==> config.mk <==
export PLATFORM = sky130hd
export DESIGN_NAME = mult_golden_stage
export DESIGN_NICKNAME = d
export VERILOG_FILES = /design/src/rtl/mult_chk_pkg.sv /design/src/rtl/mult_golden_stage.sv
export SDC_FILE = /design/constraint.sdc
export NUM_CORES = 1
export LEC_CHECK = 0
export CAP_MARGIN = 20
export CORE_ASPECT_RATIO = 0.6
export CORE_UTILIZATION = 30
export DETAILED_ROUTE_END_ITERATION = 12
export DONT_BUFFER_PORTS = 1
export HOLD_SLACK_MARGIN = 0.08
export PLACE_DENSITY = 0.43
export SLEW_MARGIN = 15
export SYNTH_ARGS = -nofsm -noshare
export SYNTH_HDL_FRONTEND = slang
export SYNTH_SLANG_ARGS = --single-unit
==> constraint.sdc <==
create_clock -name clk -period 1.21 [get_ports clk]
set_input_delay 0.121 -clock clk [delete_from_list [all_inputs] [get_ports clk]]
set_output_delay 0.121 -clock clk [all_outputs]
set_load 0.02 [all_outputs]
==> src/rtl/mult_chk_pkg.sv <==
// Shared types and defaults for the multiplier result checker.
package mult_chk_pkg;

   typedef enum logic [1:0] {
      StIdle,
      StRun,
      StDrain,
      StDone
   } state_e;

   localparam int unsigned DefWidth  = 8;
   localparam int unsigned DefCntW   = 16;
   localparam int unsigned DefNCases = 20;

   function automatic int unsigned prod_width(input int unsigned width);
      return 2 * width;
   endfunction

endpackage

==> src/rtl/mult_golden_stage.sv <==
// Registered reference multiplier: captures operands and the DUT product alongside the
// full-width golden product, qualified by a valid bit.
module mult_golden_stage
   import mult_chk_pkg::*;
#(
   parameter int unsigned WIDTH = DefWidth,
   localparam int unsigned PW = prod_width(WIDTH)
) (
   input  logic             clk,
   input  logic             rst,
   input  logic             flush,
   input  logic             en,
   input  logic [WIDTH-1:0] a,
   input  logic [WIDTH-1:0] b,
   input  logic [PW-1:0]    p,
   output logic             q_valid,
   output logic [WIDTH-1:0] q_a,
   output logic [WIDTH-1:0] q_b,
   output logic [PW-1:0]    q_p,
   output logic [PW-1:0]    q_prod
);

   logic [PW-1:0] prod;

   // Widen before multiplying so the product is never truncated.
   assign prod = PW'(a) * PW'(b);

   always_ff @(posedge clk or posedge rst) begin
      if (rst) begin
         q_valid <= 1'b0;
         q_a     <= '0;
         q_b     <= '0;
         q_p     <= '0;
         q_prod  <= '0;
      end else if (flush) begin
         q_valid <= 1'b0;
         q_a     <= '0;
         q_b     <= '0;
         q_p     <= '0;
         q_prod  <= '0;
      end else begin
         q_valid <= en;
         if (en) begin
            q_a    <= a;
            q_b    <= b;
            q_p    <= p;
            q_prod <= prod;
         end
      end
   end

endmodule

==> results list, run 1 <==
- The run finished, with violations left.
- The checks that failed: hold timing, setup timing.
* Part of the total power dissipated in sequential elements: 0.237
- Cells after synthesis: 398
- In this run, the number of DRC markers left after iteration 0 of detailed routing was 143.
* Overall power after layout: 9.11 mW
* RSZ-0062 raised after global routing: true
- Die span in y: 91.6 um
- Number of placed instances with taps included: 592
- After clock tree synthesis, the clock-pin slew on the worst setup and hold paths is 70 ps.
- The first global-routing pass estimated 17400 um of wire.
- Along the worst path, the maximum fanout reaches 9.
- Worst slew pin tran: 374 ps
* Most frequent cell on the critical path: fa_1
- Mapped cell area: 4010 sq um
- Sequential-to-total area share from yosys stat: 0.305
* Die boundary width: 151 um
* Number of buffers between clock root and the deepest sink: 2
- On the critical path, the stage with the largest delay is an instance of fa_1.
- The final count of pins violating max slew came to 0.
* Setup violations, final: 13
- Max-cap violations: 0
* Std-Cell Rows: 32
- In the routed layout, each cell is associated on average with a via count of 4.67.
- Power Dens Cells: 1690 nW/um^2
* Via count: 2988
- The signal on the critical path passes through and2_1, fa_2, fa_1, inv_1, fa_1, fa_1, inv_2, ha_4, a21o_1, a21oi_4, a21boi_2, buf_4, a21boi_2, xor2_1, o21ai_1.
- Post-Layout Cell Count: 640
- Cell internal power was estimated by the tool at 5.67 mW.
- Clock skew: 0 ps
- The worst hold path belongs to the class input pin to flip-flop.
* Post-synthesis net count: 506
- Entering global routing, the biggest net connects 51 pins.
- Ranked by total cell area, the synthesized netlist is headed by dfrtp_1, fa_1, ha_1.
- The clock tree synthesis step divided the H-tree into 2 levels.
- Pre-CTS worst setup slack: -2510 ps
- For this run, asynchronously set or reset flops after synthesis account for 1.00.
* Number of input and output port buffers inserted: 0
* TritonCTS clock tree: built
- For the worst-skew pair, the clock arrives at the later sink with an insertion delay of 290 ps.
- GPL Wtd Cong: 0.880
- Subtracting the final worst setup slack from the clock period gives 3440 ps.
- IR analysis of the VDD net gives a maximum drop of 0.000768 V.
* Setup WS post-layout: -2230 ps
- Count of different cell masters after synthesis: 34
* Power share of the clock group: 0.182
- After global routing the overflow that remains totals 0.
- In this run the count of I/O pins placed on the die edge is 85.
- Leaving out fill and tap cells, the most frequent cell in the layout is dfrtp_1.
- Starting utilization of the core area: 0.310
- Clock net sink count: 49
* Fmax achieved: 291 MHz
- Portion of total power attributed to combinational logic: 0.581
- The number of endpoints with negative hold slack in the final report was 4.
- For this run, design rule violations remaining after detail routing come to 0.
- Crit end category: flip-flop
* Critical path data required time: 1380 ps
- Half-perimeter wire length after placement: 8080 um
- At the end of the flow, the number of nets in the layout was 577.
- Worst endpoint data arrival time: 3610 ps
- Final design area excluding fillers: 5400 sq um
- Dividing the detail-routed wire length by the instance count gives 17.1 um.
- DR pass1 iterations: 4
- Counting the fill cells in the layout gives 1234.
* YS warnings: 0
- Area fraction of the dominant cell type after synthesis: 0.305
- Synth Area per Inst: 10.1 sq um
- Worst Setup Path Type: input pin to flip-flop
* EDFF count, synth: 0
- The worst setup path is launched from an input pin.
* Number of CTS-inserted buffers: 5
* Top library cells by usage in the layout, fill and taps aside: dfrtp_1, nor2_1, inv_1
* Leakage: 2.60 nW
- Antenna diodes: 0
* Worst rel slew slack: 0.750
* Peak per-stage delay on the critical path: 560 ps
- The routed design has 11000 um of wire.
- Total track usage: 0.169
- Fin crit share: 2.84
- The core region is 12900 sq um.
* Net Sw Frac: 0.377
- Final hold slack: -68.7 ps
- Library cell with the largest summed area after synthesis: dfrtp_1
- Proportion of layout cells with a drive suffix above 1: 0.236
- Top flip-flop cell by instance count after synthesis: dfrtp_1
- Vias in the first global route: 3040
- Initial antenna violation count: 0
- DRT antenna net count: 0
- Clock root cell: clkbuf_16
- Post-synthesis to final-layout area growth: 34.4%
- In this run, post-CTS hold repair placed 35 buffers.
- Area of the die: 13900 sq um
- For this design the total switching power over the nets is 3.43 mW.
- Synth Register Bits: 49
* Post-Place Cell Area: 4690 sq um
stage by stage:
stage	utilization	setup TNS [ps]
floorplan	-	-23420
global placement	0.363	-26950
detailed placement	0.363	-26760
CTS	0.409	-23010
global route	0.417	-24630
finish	0.417	-23140
what timing repair did:
| action | in CTS | in global routing |
|---|---|---|
| pin swaps | 17 | 12 |
| hold endpoints to repair | 97 | 43 |
| endpoints found under the setup margin | 13 | 13 |
| buffers inserted | 2 | 3 |
| resized for setup | 13 | 14 |
synth_stat cells, drive strengths merged (6+ instances only):
library cell  number
a21oi             12
and2              50
clkbuf             6
dfrtp             49
fa                36
ha                36
inv               52
mux2i             39
nand2             24
nor2              45
o21ai              8
xnor2              6
path summary, 6_finish.rpt:
check	from	slack, ps	to	depth (start not counted)
worst min register to register	q_a[5]$_DFFE_PP0P_	530	q_a[5]$_DFFE_PP0P_	2
worst min-delay path	en	-70	q_prod[13]$_DFFE_PP0P_	1
min in group asynchronous	rst	290	q_p[1]$_DFFE_PP0P_	2
worst max-delay path	b[4]	-2230	q_prod[10]$_DFFE_PP0P_	15
worst max register to register	q_b[4]$_DFFE_PP0P_	380	q_b[4]$_DFFE_PP0P_	2
max in group asynchronous	rst	430	q_prod[0]$_DFFE_PP0P_	3
kinds of logic (layout without fill, tap and decap cells):
family | count (synthesis) | count (layout) | synth area share
XOR/XNOR | 11 | 11 | 0.0240
buffers and inverters | 63 | 135 | 0.0611
AO/OA/AOI/OAI | 34 | 34 | 0.0586
AND/OR/NAND/NOR | 129 | 129 | 0.158
adder cells (fa/ha/maj) | 72 | 72 | 0.292
multiplexers | 40 | 40 | 0.101
flip-flops | 49 | 49 | 0.305
routing by layer:
metal | track usage | share of wire
met5 | 0 | 0
met4 | 0.0225 | 0.0048
met3 | 0.0397 | 0.060
met2 | 0.225 | 0.41
met1 | 0.273 | 0.53
power groups by stage:
stage	Combinational, mW	Sequential (mW)	Clock (mW)
CTS	4.84	2.17	1.71
finish	5.29	2.16	1.66
global route	5.85	2.19	1.79
detailed placement	4.34	2.19	0
floorplan	2.84	2.18	0
global placement	4.39	2.19	0
cell type report:
type | instances | area [sq um] | share of cell area
timing repair buffer | 75 | 696 | 0.129
inverter | 52 | 199 | 0.0369
multi-input combinational | 286 | 2890 | 0.535
sequential | 49 | 1230 | 0.227
tap | 170 | 213 | 0.0394
clock inverter | 2 | 37.5 | 0.00696
clock buffer | 6 | 139 | 0.0257
flip-flops by register name, indices dropped and copies added (netlist names):
signal   cells
q_a          8
q_b          8
q_p         16
q_prod      16
q_valid      1
worst max-delay path, delay by kind of cell:
| kind | cells | cell delay, ps |
|---|---|---|
| xor+xnor | 1 | 210 |
| fa+ha+maj | 5 | 2160 |
| simple gates | 1 | 160 |
| compound gates | 5 | 710 |
| buf+inv | 3 | 250 |
(Power assumes the default switching activity.)
==> inputs of run 2 (changes only) <==
- CORE_UTILIZATION: 30 -> 50
- HOLD_SLACK_MARGIN: 0.08 -> 0.03
- PLACE_DENSITY: 0.43 -> 0.66
- SLEW_MARGIN: 15 -> 20
==> run 2 against run 1 <==
Effect of this change:
- the run still ends with hold timing, setup timing left
- utilization grew 28 points
- first-iteration DRC count rose by 66%
- global-route usage up 8.9 points
- routed wire length fell by 9.3%
- count of clock-buffer cells in the layout stayed put
- clock skew is the same
- die area fell by 39%
- sequential share of layout area rose by 0.82 points
- clock power decreased by 18%
- design area shrank 3.5%
- sequential power increased by 2%
==> results list, run 2 (synthesis gave the netlist of run 1 again) <==
- Max-cap violations: 0 (unchanged)
* Leading cell type in the layout, fill and taps excluded: dfrtp_1
* Leakage: 2.53 nW (-2.5%)
* Fin crit share: 2.82 (-0.0234)
* Number of placed instances with taps included: 519 (-12%)
* Power Dens Cells: 1650 nW/um^2 (-2.3%)
- First-pass GRT wire length: 16400 um (-5.9%)
- Peak supply drop: 0.00127 V (+66%)
- The met3 usage was 0.0876 (+0.0479).
- Die span in y: 71.4 um (-22%)
- Via density per instance: 5.23 (+12%)
* Worst path cell trace: and2_4, fa_2, fa_1, inv_1, fa_1, fa_1, inv_2, ha_4, a21o_1, a21oi_4, a21boi_2, a41oi_2, mux2_4, o221ai_2
- The source-to-sink clock delay at the later pin of the worst-skew pair came to 290 ps (about the same).
* Clock transition at the registers of the reported paths: 70 ps (about the same)
* Violations in the final reports: hold timing, setup timing
* Proportion of layout cells with a drive suffix above 1: 0.235 (-0.000749)
- The port buffer count is 0 (unchanged).
- The met2 capacity usage during global routing was 0.388 (+0.162).
* Met1 layer usage reported by global route: 0.364 (+0.0905)
- Final wirelength: 9940 um (-9.3%)
* R2r setup slk: 360 ps (-20 ps)
- The initial core utilization was 0.535 (+0.224).
- The area growth from synthesis to layout is 29.7%.
- Post-route minimum period: 3410 ps (-28.3 ps)
- Aggregate global routing overflow: 0 (unchanged)
* GPL Wtd Cong: 0.887 (+0.80%)
* Depth of the CTS H-tree: 2 (unchanged)
- Worst hold-check path type: input pin to flip-flop
* Area of the die: 8400 sq um (-39%)
- Slowest library cell on the worst path: fa_1
* Total track usage: 0.258 (+0.0886)
* Fmax achieved: 293 MHz (+0.83%)
- Worst Setup Path Type: input pin to flip-flop
- Overall power after layout: 8.58 mW (-5.8%)
- STA classifies the critical path endpoint as a flip-flop.
- Final hold violation count: 5 (+1)
* Clock root cell: clkbuf_16
- The count of boundary I/O pins came to 85 (unchanged).
* DRC violation count after routing: 0 (unchanged)
* TritonCTS clock tree: built
- The data arrival at the endpoint of the critical path was 3630 ps (+20 ps).
- Worst rel slew slack: 0.766 (+0.0156)
* Fillcell total: 562 (-54%)
- Antenna diodes: 0 (unchanged)
- The final count of pins violating max slew is 0 (unchanged).
- Critical path launch point type: input pin
- The number of detailed-route iterations in the first pass was 4 (unchanged).
- Number of buffers between clock root and the deepest sink: 2 (unchanged)
- The count of hold buffers inserted by post-cts repair was 35 (unchanged).
* DRC marker count from the first detailed-route iteration: 238 (+66%)
- The standard-cell row count was 24 (-25%).
- Post-Layout Cell Count: 567 (-11%)
- Setup repair after global routing could not meet its margin everywhere.
- Clock net sink count: 49 (unchanged)
* DRT antenna net count: 0 (unchanged)
- Biggest registers after layout: q_p (16), q_prod (16)
- In the layout the commonest cells are dfrtp_1, nor2_1, inv_1.
- Final hold slack: -77.1 ps (-8.40 ps)
- The largest net degree at the start of global routing is 51 (unchanged).
* Setup WS post-layout: -2200 ps (+28.3 ps)
- Vias in the first global route: 3037 (-0.099%)
- The post-layout utilization of the core is 0.694 (+0.276).
- Critical path data required time: 1430 ps (+50 ps)
- Via count: 2967 (-0.70%)
- The delay of the slowest cell on the worst path came to 560 ps (about the same).
- Worst slew pin tran: 350 ps (-23.4 ps)
* Floorplan Core Area: 7510 sq um (-42%)
- Global-route layer with the greatest usage: met2
- The maximum clock skew at final layout came to 0 ps (unchanged).
- The cell that appears most often on the critical path is fa_1.
- Initial antenna violation count: 0 (unchanged)
- Nets: 570 (-1.2%)
- Half-perimeter wire length after placement: 7100 um (-12%)
* Largest fanout on the critical path: 9 (unchanged)
- Die boundary width: 118 um (-22%)
- The total setup violations reported at the end of the flow is 13 (unchanged).
- Mean routed wirelength per cell: 17.5 um (+2.4%)
* Result of the run: finished with violations
- The number of buffers created by CTS is 5 (unchanged).
-- run 2: changes by cell type in the layout (fill, tap and decap cells not counted), sizes merged --
| cell | previous run | this run |
|---|---|---|
| clkinvlp | 2 | 1 |
| clkinv | 0 | 2 |
| buf | 41 | 34 |
| bufinv | 1 | 0 |
-- run 2: per-stage QoR --
step,instance area [sq um],setup slack [ps],setup TNS (ps),hold slack (ps)
finish,5210,-2200,-22430,-77.1
global route,5210,-2330,-23780,-91.5
CTS,5120,-2100,-22080,-84.9
floorplan,4250,-2300,-23420,157
global placement,4560,-2410,-26190,-11.8
detailed placement,4560,-2430,-26350,-13.8
-- run 2: repair_timing --
| action | 4_1_cts | 5_1_grt |
|---|---|---|
| pin swaps | 17 | 14 |
| endpoints found under the hold margin | 94 | 29 |
| cloned | 0 | 0 |
| setup buffers | 4 | 3 |
| gates resized for setup | 14 | 16 |
| endpoints found under the setup margin | 13 | 13 |
-- run 2: cell type report --
| type | count | area [sq um] | area share |
|---|---|---|---|
| clock buffers | 6 | 129 | 0.0248 |
| clock inverters | 2 | 10.0 | 0.00192 |
| inverters | 52 | 199 | 0.0382 |
| multi-input cells | 286 | 2880 | 0.553 |
| flip-flops and latches | 49 | 1230 | 0.236 |
| well taps | 104 | 130 | 0.0250 |
| repair buffers | 68 | 636 | 0.122 |
-- run 2: worst paths after layout --
check | from | endpoint | cells after the start
max in group asynchronous | rst | q_a[1]$_DFFE_PP0P_ | 3
min reg2reg | q_a[6]$_DFFE_PP0P_ | q_a[6]$_DFFE_PP0P_ | 2
max | b[4] | q_prod[14]$_DFFE_PP0P_ | 14
min in group asynchronous | rst | q_p[4]$_DFFE_PP0P_ | 2
max reg2reg | q_p[1]$_DFFE_PP0P_ | q_p[1]$_DFFE_PP0P_ | 2
min | en | q_prod[9]$_DFFE_PP0P_ | 1
-- run 2: routing by layer --
metal | vias up | wire length [um]
met5 | - | 0
met4 | 0 | 92
met3 | 10 | 826
met2 | 107 | 4330
met1 | 1457 | 4690
li1 | 1393 | -
-- run 2: worst max-delay path: cells and delay by family --
| kind | cells | cell delay (ps) |
|---|---|---|
| compound gates | 5 | 690 |
| fa+ha+maj | 5 | 2250 |
| buf+inv | 2 | 110 |
| mux | 1 | 330 |
| simple gates | 1 | 140 |
-- run 2: power by group --
group | internal (mW) | leakage [nW] | switching (mW)
clock network | 0.760 | 0.0706 | 0.596
logic | 2.63 | 1.81 | 2.40
registers | 1.83 | 0.651 | 0.370
total | 5.21 | 2.53 | 3.37
==> inputs of run 3 (changes only) <==
- CTS_CLUSTER_DIAMETER: default -> 150
==> results of run 3 <==
The final DEF is identical to that of run 2; final timing and power are the same.
==> edit, RTL diff (flow settings as in run 1) <==
Set the package constant `DefWidth` to 6 (it was 8).
--- a/src/rtl/mult_chk_pkg.sv
+++ b/src/rtl/mult_chk_pkg.sv
@@ -8,7 +8,7 @@
       StDone
    } state_e;
 
-   localparam int unsigned DefWidth  = 8;
+   localparam int unsigned DefWidth  = 6;
    localparam int unsigned DefCntW   = 16;
    localparam int unsigned DefNCases = 20;
 
Ports: changed (7 resized); port bits go from 85 to 65. The function was not compared with the original's and may differ.
==> edit against run 1 <==
  * The run still ends with hold timing, setup timing left
  * Clock skew unchanged
  * Power down 47%
  * Sequential cell count down 12
  * First-iteration DRC count decreased by 31%
  * Die area is 34% lower
  * Synthesized area fell by 34%
  * Fmax increased by 23%
  * Worst setup slack improved by 0.64 ns
  * Sequential share of layout area up 3.0 points
  * Routed wire length decreased by 36%
  * Design area fell by 33%
  * Critical path type unchanged
  * Largest cell class unchanged
==> edit: results (changes against run 1) <==
Clock tree
  – Max Buffers Root-to-Sink: 2 (unchanged)
  – CTS hold repair buffers: 27 (-23%)
  – Clk_lat worst skew: 0.27 ns (-0.02 ns)
  – CTS clk-pin slew, worst paths: approximately 0.06 ns
  – Clock root buffer: clkbuf_16

Layout
  – # nets final: 375 (-35%)
  – Share of cells above drive strength 1: 0.235 (-0.00144)
  – Largest regs: q_p x12, q_prod x12

STA
  – Least-Margin Pin Slew: 0.445 ns (+0.0709 ns)
  – Final setup TNS: -11.30 ns (+11.84 ns)
  – Final setup violation count: 9 (-4)
  – Hold WS: -0.0737 ns (-0.00502 ns)
  – Number of hold violations in the final report: 3 (-1)
  – Final WS setup: -1.59 ns (+0.640 ns)

Global route
  – GRT Resource Usage Total: 0.170 (+0.000721)
  – First-pass GRT wire length: 11.5 mm (-34%)
  – Met3 Usage GRT: 0.0705 (+0.0308)
  – Met1 Use GR: 0.248 (-0.0255)
  – Met2 usage: 0.238 (+0.0126)
  – Largest net degree at the start of global routing: 48 (-5.9%)

Logic synthesis
  – Area contributors post-synth: dfrtp_1 (35%), fa_1 (13%), mux2i_1 (11%), ha_1 (9.5%), and2_1 (5.5%)
  – Synth cell types: 38 (+12%)
  – Post-Synthesis Cells: 261 (-34%)
  – Post-Syn Nets: 326 (-36%)
  – Sequential-to-total area share from yosys stat: 0.351 (+0.0452)
  – Most frequent cells after synthesis: dfrtp_1 (37), nor2_1 (35), inv_1 (31)

Setup path
  – CP Max Fanout: 7 (-2)
  – Arrival time worst endpoint: 2.94 ns (-0.67 ns)

Power and ir drop
  – Sw frac: 0.328 (-0.0494)
  – VDD IR max: 0.569 mV (-26%)
  – Leak: 1.72 nW (-34%)

Placed design
  – Hpwl dp: 4.97 mm (-39%)
  – Post-Place Cell Area: 0.00302 mm² (-36%)
  – # placed instances: 387 (-35%)
  – Pre-CTS setup slack: -1.94 ns (+0.568 ns)
  – RD Place Congestion: 0.726 (-18%)

Detailed routing
  – Final wirelength: 7.05 mm (-36%)
  – Initial DRC Count: 98 (-31%)
  – Via density: 4.61 (-1.2%)
  – Vias: 1,952 (-35%)

Outcome
  – Violated checks: hold timing, setup timing
  – Status: finished, violations left

Run
  – Number of max-cap violations: 0 (unchanged)
==> edit: cell types whose count changed in the layout (fill, tap and decap cells not counted), moves of 6 or more <==
cell and delta:
ha_1 -11, dfrtp_1 -12, nor2_1 -10, nand2_1 -6, fa_1 -16, and2_1 -22, dlygate4sd3_1 -8, buf_4 -11
mux2i_1 -11, inv_1 -18
==> edit: repair_timing <==
action                                  4_1_cts  5_1_grt
setup buffers                                 1        0
endpoints found under the setup margin        9        9
gates resized for setup                      12       10
pin swaps                                     9       12
hold endpoints to repair                     42       30
==> edit: kinds of logic after synthesis <==
group / share of synthesized area
AO/OA/AOI/OAI: 0.0853
multiplexers: 0.106
AND/OR/NAND/NOR: 0.172
buffers and inverters: 0.0588
adder cells (fa/ha/maj): 0.224
flip-flops: 0.351
XOR/XNOR: 0.00332
==> edit: path summary, 6_finish.rpt <==
check                          start  slack (ns)          to
max in group asynchronous        rst        0.43   q_prod[1]
min reg2reg                   q_b[4]        0.54      q_b[4]
min                               en       -0.07   q_prod[9]
min in group asynchronous        rst        0.29   q_prod[7]
max                             a[5]       -1.59  q_prod[10]
max reg2reg                q_prod[7]        0.37   q_prod[7]
==> edit: power by group through the flow <==
stage	registers [mW]	clock network, mW	logic (mW)
2_1_floorplan	1.56	0	1.12
3_3_place_gp	1.54	0	1.63
3_5_place_dp	1.54	0	1.61
4_1_cts	1.51	1.43	1.85
5_1_grt	1.53	1.49	2.14
6_report	1.51	1.38	1.91
==> edit: final cells by class <==
cell class              count  area, µm²
fillers                   839       4930
well taps                 112        140
flip-flops and latches     37        926
repair buffers             51        477
clock buffers               7        153
clock inverters             1       5.00
inverters                  31        116
multi-input cells         184       1780
==> edit: routing by layer <==
metal	part of all wire	up-vias
met5	0	-
li1	-	958
met4	0.0027	0
met3	0.080	4
met1	0.51	938
met2	0.40	52
